--- src/rtl/serializer_pkg.sv ---
// Shared geometry and types for the 32-lane to 4-lane vector serializer.
package serializer_pkg;
    localparam int LANES     = 32;
    localparam int WIDTH     = 18;
    localparam int OUT_LANES = 4;
    localparam int BEATS     = 8;
    localparam int BEAT_W    = 3;

    typedef logic [WIDTH-1:0] lane_t;
    typedef lane_t [LANES-1:0] lane_vec_t;
    typedef lane_t [BEATS-1:0] beat_sel_t;

    typedef enum logic {
        IDLE = 1'b0,
        SEND = 1'b1
    } state_t;
endpackage

--- src/rtl/lane_mux_18_8.sv ---
// Purpose: 8:1 selector of 18-bit lanes, one per serializer output lane.
// Latency: combinational.
// Backpressure: none; pure datapath.
module lane_mux_18_8
    import serializer_pkg::*;
(
    input  logic [BEAT_W-1:0] sel,
    input  beat_sel_t         data,
    output lane_t             y
);
    assign y = data[sel];
endmodule

--- src/rtl/vector_serializer_18_32_4.sv ---
// Purpose: captures a 32x18 vector and emits it as eight 4-lane beats.
// Latency: first beat one cycle after acceptance; one vector per 8 cycles sustained.
// Backpressure: out_ready low holds the current beat; in_ready only opens on the last beat handshake.
module vector_serializer_18_32_4
    import serializer_pkg::*;
(
    input  logic              clk,
    input  logic              reset,
    input  logic              in_valid,
    output logic              in_ready,
    input  logic [WIDTH-1:0]  in_0,
    input  logic [WIDTH-1:0]  in_1,
    input  logic [WIDTH-1:0]  in_2,
    input  logic [WIDTH-1:0]  in_3,
    input  logic [WIDTH-1:0]  in_4,
    input  logic [WIDTH-1:0]  in_5,
    input  logic [WIDTH-1:0]  in_6,
    input  logic [WIDTH-1:0]  in_7,
    input  logic [WIDTH-1:0]  in_8,
    input  logic [WIDTH-1:0]  in_9,
    input  logic [WIDTH-1:0]  in_10,
    input  logic [WIDTH-1:0]  in_11,
    input  logic [WIDTH-1:0]  in_12,
    input  logic [WIDTH-1:0]  in_13,
    input  logic [WIDTH-1:0]  in_14,
    input  logic [WIDTH-1:0]  in_15,
    input  logic [WIDTH-1:0]  in_16,
    input  logic [WIDTH-1:0]  in_17,
    input  logic [WIDTH-1:0]  in_18,
    input  logic [WIDTH-1:0]  in_19,
    input  logic [WIDTH-1:0]  in_20,
    input  logic [WIDTH-1:0]  in_21,
    input  logic [WIDTH-1:0]  in_22,
    input  logic [WIDTH-1:0]  in_23,
    input  logic [WIDTH-1:0]  in_24,
    input  logic [WIDTH-1:0]  in_25,
    input  logic [WIDTH-1:0]  in_26,
    input  logic [WIDTH-1:0]  in_27,
    input  logic [WIDTH-1:0]  in_28,
    input  logic [WIDTH-1:0]  in_29,
    input  logic [WIDTH-1:0]  in_30,
    input  logic [WIDTH-1:0]  in_31,
    output logic              out_valid,
    input  logic              out_ready,
    output logic [WIDTH-1:0]  out_0,
    output logic [WIDTH-1:0]  out_1,
    output logic [WIDTH-1:0]  out_2,
    output logic [WIDTH-1:0]  out_3,
    output logic [BEAT_W-1:0] out_beat,
    output logic              out_last
);
    lane_vec_t         in_vec;
    lane_vec_t         buffer;
    state_t            state, state_n;
    logic [BEAT_W-1:0] beat, beat_n;
    logic              load;
    logic              last_beat;
    lane_t             mux_y [OUT_LANES];

    assign in_vec = {in_31, in_30, in_29, in_28, in_27, in_26, in_25, in_24,
                     in_23, in_22, in_21, in_20, in_19, in_18, in_17, in_16,
                     in_15, in_14, in_13, in_12, in_11, in_10, in_9,  in_8,
                     in_7,  in_6,  in_5,  in_4,  in_3,  in_2,  in_1,  in_0};

    assign last_beat = (beat == BEAT_W'(BEATS - 1));
    // Only out_ready feeds in_ready combinationally; in_valid never does.
    assign in_ready  = (state == IDLE) || ((state == SEND) && last_beat && out_ready);
    assign out_valid = (state == SEND);

    always_comb begin
        state_n = state;
        beat_n  = beat;
        load    = 1'b0;
        case (state)
            IDLE: begin
                if (in_valid) begin
                    load    = 1'b1;
                    beat_n  = '0;
                    state_n = SEND;
                end
            end
            SEND: begin
                if (out_ready) begin
                    if (last_beat) begin
                        beat_n = '0;
                        if (in_valid) begin
                            load = 1'b1;
                        end else begin
                            state_n = IDLE;
                        end
                    end else begin
                        beat_n = beat + 1'b1;
                    end
                end
            end
            default: begin
                state_n = IDLE;
                beat_n  = '0;
            end
        endcase
    end

    always_ff @(posedge clk) begin
        if (reset) begin
            state  <= IDLE;
            beat   <= '0;
            buffer <= '0;
        end else begin
            state <= state_n;
            beat  <= beat_n;
            if (load) begin
                buffer <= in_vec;
            end
        end
    end

    // Output lane k on beat b carries buffer element 4*b + k.
    for (genvar k = 0; k < OUT_LANES; k++) begin : g_lane
        beat_sel_t sel_in;
        for (genvar b = 0; b < BEATS; b++) begin : g_beat
            assign sel_in[b] = buffer[OUT_LANES*b + k];
        end
        lane_mux_18_8 u_mux (
            .sel  (beat),
            .data (sel_in),
            .y    (mux_y[k])
        );
    end

    assign out_0    = out_valid ? mux_y[0] : '0;
    assign out_1    = out_valid ? mux_y[1] : '0;
    assign out_2    = out_valid ? mux_y[2] : '0;
    assign out_3    = out_valid ? mux_y[3] : '0;
    assign out_beat = out_valid ? beat : '0;
    assign out_last = out_valid && last_beat;
endmodule

--- config.mk ---
export PLATFORM = sky130hd
export DESIGN_NAME = vector_serializer_18_32_4
export DESIGN_NICKNAME = d
export VERILOG_FILES = /design/src/rtl/serializer_pkg.sv /design/src/rtl/lane_mux_18_8.sv /design/src/rtl/vector_serializer_18_32_4.sv
export SDC_FILE = /design/constraint.sdc
export NUM_CORES = 1
export LEC_CHECK = 0
export CAP_MARGIN = 25
export CORE_ASPECT_RATIO = 0.8
export CORE_MARGIN = 8
export CORE_UTILIZATION = 48
export CTS_BUF_LIST = sky130_fd_sc_hd__clkbuf_2 sky130_fd_sc_hd__clkbuf_4 sky130_fd_sc_hd__clkbuf_8
export CTS_CLUSTER_DIAMETER = 40
export DETAILED_ROUTE_END_ITERATION = 10
export PLACE_DENSITY = 0.89
export RECOVER_POWER = 50
export SYNTH_ARGS = -nofsm -noshare
export SYNTH_HDL_FRONTEND = slang
export SYNTH_HIERARCHICAL = 1
export SYNTH_SLANG_ARGS = --single-unit
--- constraint.sdc ---
create_clock -name clk -period 2.1 [get_ports clk]
set_input_delay 0.42 -clock clk [delete_from_list [all_inputs] [get_ports clk]]
set_output_delay 0.42 -clock clk [all_outputs]
set_load 0.03 [all_outputs]
Word level (Yosys, flattened, before mapping)
Cells that the tools add are included.
- mux-type cells: 24
- bitwise operators: 1
- reductions and logical operators: 4
- $add $sub $neg: 1
- $lt $le $gt $ge: 1
- equality and inequality tests: 3
- operators by type and width (cell ; count):
    binary-select mux 18 bit (select 3 bit) ; 4
    two-way mux 18 bit ; 8
    two-way mux 3 bit ; 4
    case mux 3 bit (2 select lines) ; 1
    two-way mux 1 bit ; 5
    less-than comparator 3 x 4 -> 1 bit (second input constant) ; 1
    != test 2 bit (second input constant) ; 2
    case mux 1 bit (2 select lines) ; 2
    adder 3 x 1 -> 3 bit (second input constant) ; 1
    == test 3 bit (second input constant) ; 1
    logical AND 1 bit ; 2
    AND reduction 2 bit ; 1
    logical OR 1 bit ; 1
    NOT 1 bit ; 1
- bits of input ports: 580
- output and inout bits: 78
- bits in registers: 580

Longest topological paths before layout
- depth after elaboration: 4
- depth in mapped cells: 8
- mapped depth without buffers: 5

Hierarchy
Netlist, hierarchy kept.
- by module, submodules not included (module ; area each (sq um) ; cells each ; times used ; seq. area each (sq um)):
    vector_serializer_18_32_4 ; 26435.4 ; 2600 ; 1 ; 11611.1
    lane_mux_18_8 ; 1221.2 ; 64 ; 4 ; 0.0

Worst setup path before layout
Ideal clock, no wire load.
- kind: register to output
- start: register beat[0]
- end: output port out_0[10]
- path slack: -0.159 ns
- buffers on the path: 2
- required time: 1.680 ns
- stages on the path, launching flop included: 6
- arrival time: 1.839 ns
- cells stage by stage: dfxtp_1 -> buf_6 -> buf_6 -> mux4_1 -> mux2_2 -> and2_1
- RTL lines (element ; line ; source):
    start: declaration ; vector_serializer_18_32_4.sv:55 ; logic [BEAT_W-1:0] beat, beat_n;
    start signal: assignment ; vector_serializer_18_32_4.sv:110 ; beat <= beat_n;
    end: declaration ; vector_serializer_18_32_4.sv:45 ; output logic [WIDTH-1:0] out_0,

==> results.yml <==
sta:
  fmax_ghz: 0.319
  final.setup.tns_ns: -474.02
  period_share: 1.49
  tightestPinTransition_ns: 0.485
  slew_headroom: 0.676
  layout_min_cycle_time_ns: 3.14
  drv_slew: 0
  setup_viol: 653
  hold_violations: 0
  finalWorstSetupSlack_ns: -1.04
  fin_skew_ns: 0.0457
  rsz0062_at_grt: "true"
synth:
  synth_warnings: 6
  yosys.cell_types.count: 19
  ys_seq_area_frac: 0.371
  synthesis.area_mm2: 0.0313
  synth_cells: 2856
  synthTopCellsByArea: "dfxtp_1 37%, nand2b_1 23%, mux2i_1 18%"
  synth_area_per_cell_um2: 11.0
  netlist_top_cells_count: "1152 x nand2b_1, 580 x dfxtp_1, 577 x mux2i_1, 144 x mux4_1, 127 x clkbuf_1"
  ys_ff_latch: 580
  ys.flop_type: "dfxtp_1"
  syn_nets: 3438
  synth_most_common_cell: "nand2b_1"
  synth_top_area_cell: "dfxtp_1"
  synthArstFlopShare: 0
  synth_edf_count: 0
  yosysTopAreaCellShare: 0.371
floorplan:
  initial_core_util: 0.486
  die_y_um: 244
  rows: 83
  io_pins: 658
  dieArea_mm2: 0.0737
  coreArea_mm2: 0.0644
  dieWidth_um: 302
finish:
  syn_to_final_growth_pct: 44.7
  finalNetCount: 4268
  nFillCells: 4047
  drive_gt1_frac: 0.228
drt:
  first_pass_iters: 5
  post-route-drc-count: 0
  wl_um: 114000
  wl_per_cell_um: 24.7
  via_per_inst: 5.49
  antenna_left: 0
  vias: 25400
  drtIter0Drc: 1908
place:
  place_congestion: 0.862
  io_buffers: 657
  dp_hpwl_um: 66400
critical_path:
  critPathArrivalTime_ns: 2.72
  required_ns: 1.68
  slowest_stage: "mux4_1"
  crit_fanout: 11
  critPathMaxStageDelay_ns: 0.55
  path_cells: "buf_12 -> buf_16 -> buf_6 -> mux4_1 -> mux2_2 -> and2_4 -> buf_4"
  critPathLaunchType: "register"
  path_class: "register to output pin"
  endpoint_kind: "output pin"
clocking:
  htree_levels: 3
  clk_pin_slew_ns: 0.07
  cts_buffers: 97
  cts_sinks: 580
  tritoncts: "built"
  clockRootBuffer: "clkbuf_8"
  clock_latency_ns: 0.68
  cts_max_path_buffers: 3
global_routing:
  antenna_found_initial: 23
  grt.overflow.total: 0
  grt_start_max_net_pins: 136
  grt_usage: 0.280
  grt_pass1_vias: 26400
  grt_first_pass_wirelength_um: 161000
pwr:
  cellLeakagePower_nw: 17.9
  p_total_mw: 29.7
  peakVddDrop_mv: 0.640
  p_per_area_mw_per_mm2: 655
run_status:
  status: "finished, violations left"
  violations: "negative setup slack"
run:
  max_cap_violations: 0
worst_hold_path:
  min_path_type: "input port to register"
[worst paths after layout]
path | from | slack (ns) | to | cells after the start
max | beat[0] | -1.04 | out_2[1] | 7
min | reset | 0.17 | buffer[107] | 3
max reg2reg | beat[0] | -0.87 | buffer[198] | 18
min reg2reg | buffer[114] | 0.47 | buffer[114] | 2
[power by group]
part           switching (mW)  total (mW)  internal [mW]  leakage (nW)
Clock                    5.03        11.5           6.49          1.18
Sequential              0.484        12.2           11.7          4.77
Combinational            2.29        5.94           3.65          12.0
Total                    7.81        29.7           21.8          17.9
[per-stage QoR]
step	instance area [um^2]	worst slack, ns	hold WS [ns]	instances	utilization
3_5_place_dp	39100	-0.680	0.457	4267	0.607
2_1_floorplan	31500	0.0281	0.444	2856	-
3_3_place_gp	39100	-0.633	0.454	4267	0.607
5_1_grt	45300	-1.13	0.144	4621	0.703
4_1_cts	44300	-1.11	0.0991	4567	0.688
6_report	45300	-1.04	0.173	4628	0.704
[layout by cell type, fill, tap and decap left out, types with 11 or more instances in the layout]
cell type	instances
diode_2	15
mux2i_2	20
buf_6	107
mux2_4	48
clkinv_2	16
mux4_2	102
mux2i_4	11
clkdlybuf4s50_1	578
dfxtp_1	576
mux4_1	42
buf_4	95
buf_12	89
clkbuf_4	19
buf_8	18
mux2_2	24
nand2b_1	1152
clkbuf_16	20
and2_4	75
buf_16	57
clkbuf_8	125
mux2i_1	546
[worst max-delay path, delay by kind of cell, from the launching register on]
kind                   cells  cell delay [ns]
AND/OR/NAND/NOR            1             0.16
flip-flops                 1             0.40
multiplexers               2             0.83
buffers and inverters      4             0.61
[cell families after synthesis]
logic type	count (synthesis)	share of synthesized area
multiplexers	793	0.331
AO/OA/AOI/OAI	4	0.00144
flip-flops	580	0.371
AND/OR/NAND/NOR	1235	0.246
buffers and inverters	242	0.0497
adder cells (fa/ha/maj)	2	0.000799
[layer usage]
metal | global-route usage | wire [um]
met5 | 0 | 125
met4 | 0.120 | 5040
met3 | 0.0730 | 10400
met2 | 0.468 | 54100
met1 | 0.341 | 44700
[what timing repair did]
item	4_1_cts	5_1_grt
setup endpoints to repair	608	654
gates resized for setup	505	236
pin swaps	14	8
cloned	61	22
buffers inserted	63	54
hold buffers	0	0
[cell type report]
class                   instances  area [um^2]  share of cell area
clock buffers                 144         1860              0.0411
flip-flops and latches        580        11600               0.257
inverters                       1         3.75           0.0000828
repair buffers                972        12000               0.264
multi-input cells            2034        18400               0.406
clock inverters                32          370             0.00817
well taps                     850         1060              0.0235
diodes                         15         37.5            0.000828
[flip-flops by register name, indices dropped and copies added, names as in the netlist]
| signal | cells |
|---|---|
| buffer | 576 |
| beat | 3 |
| out_valid | 1 |
(Power assumes the default switching activity.)
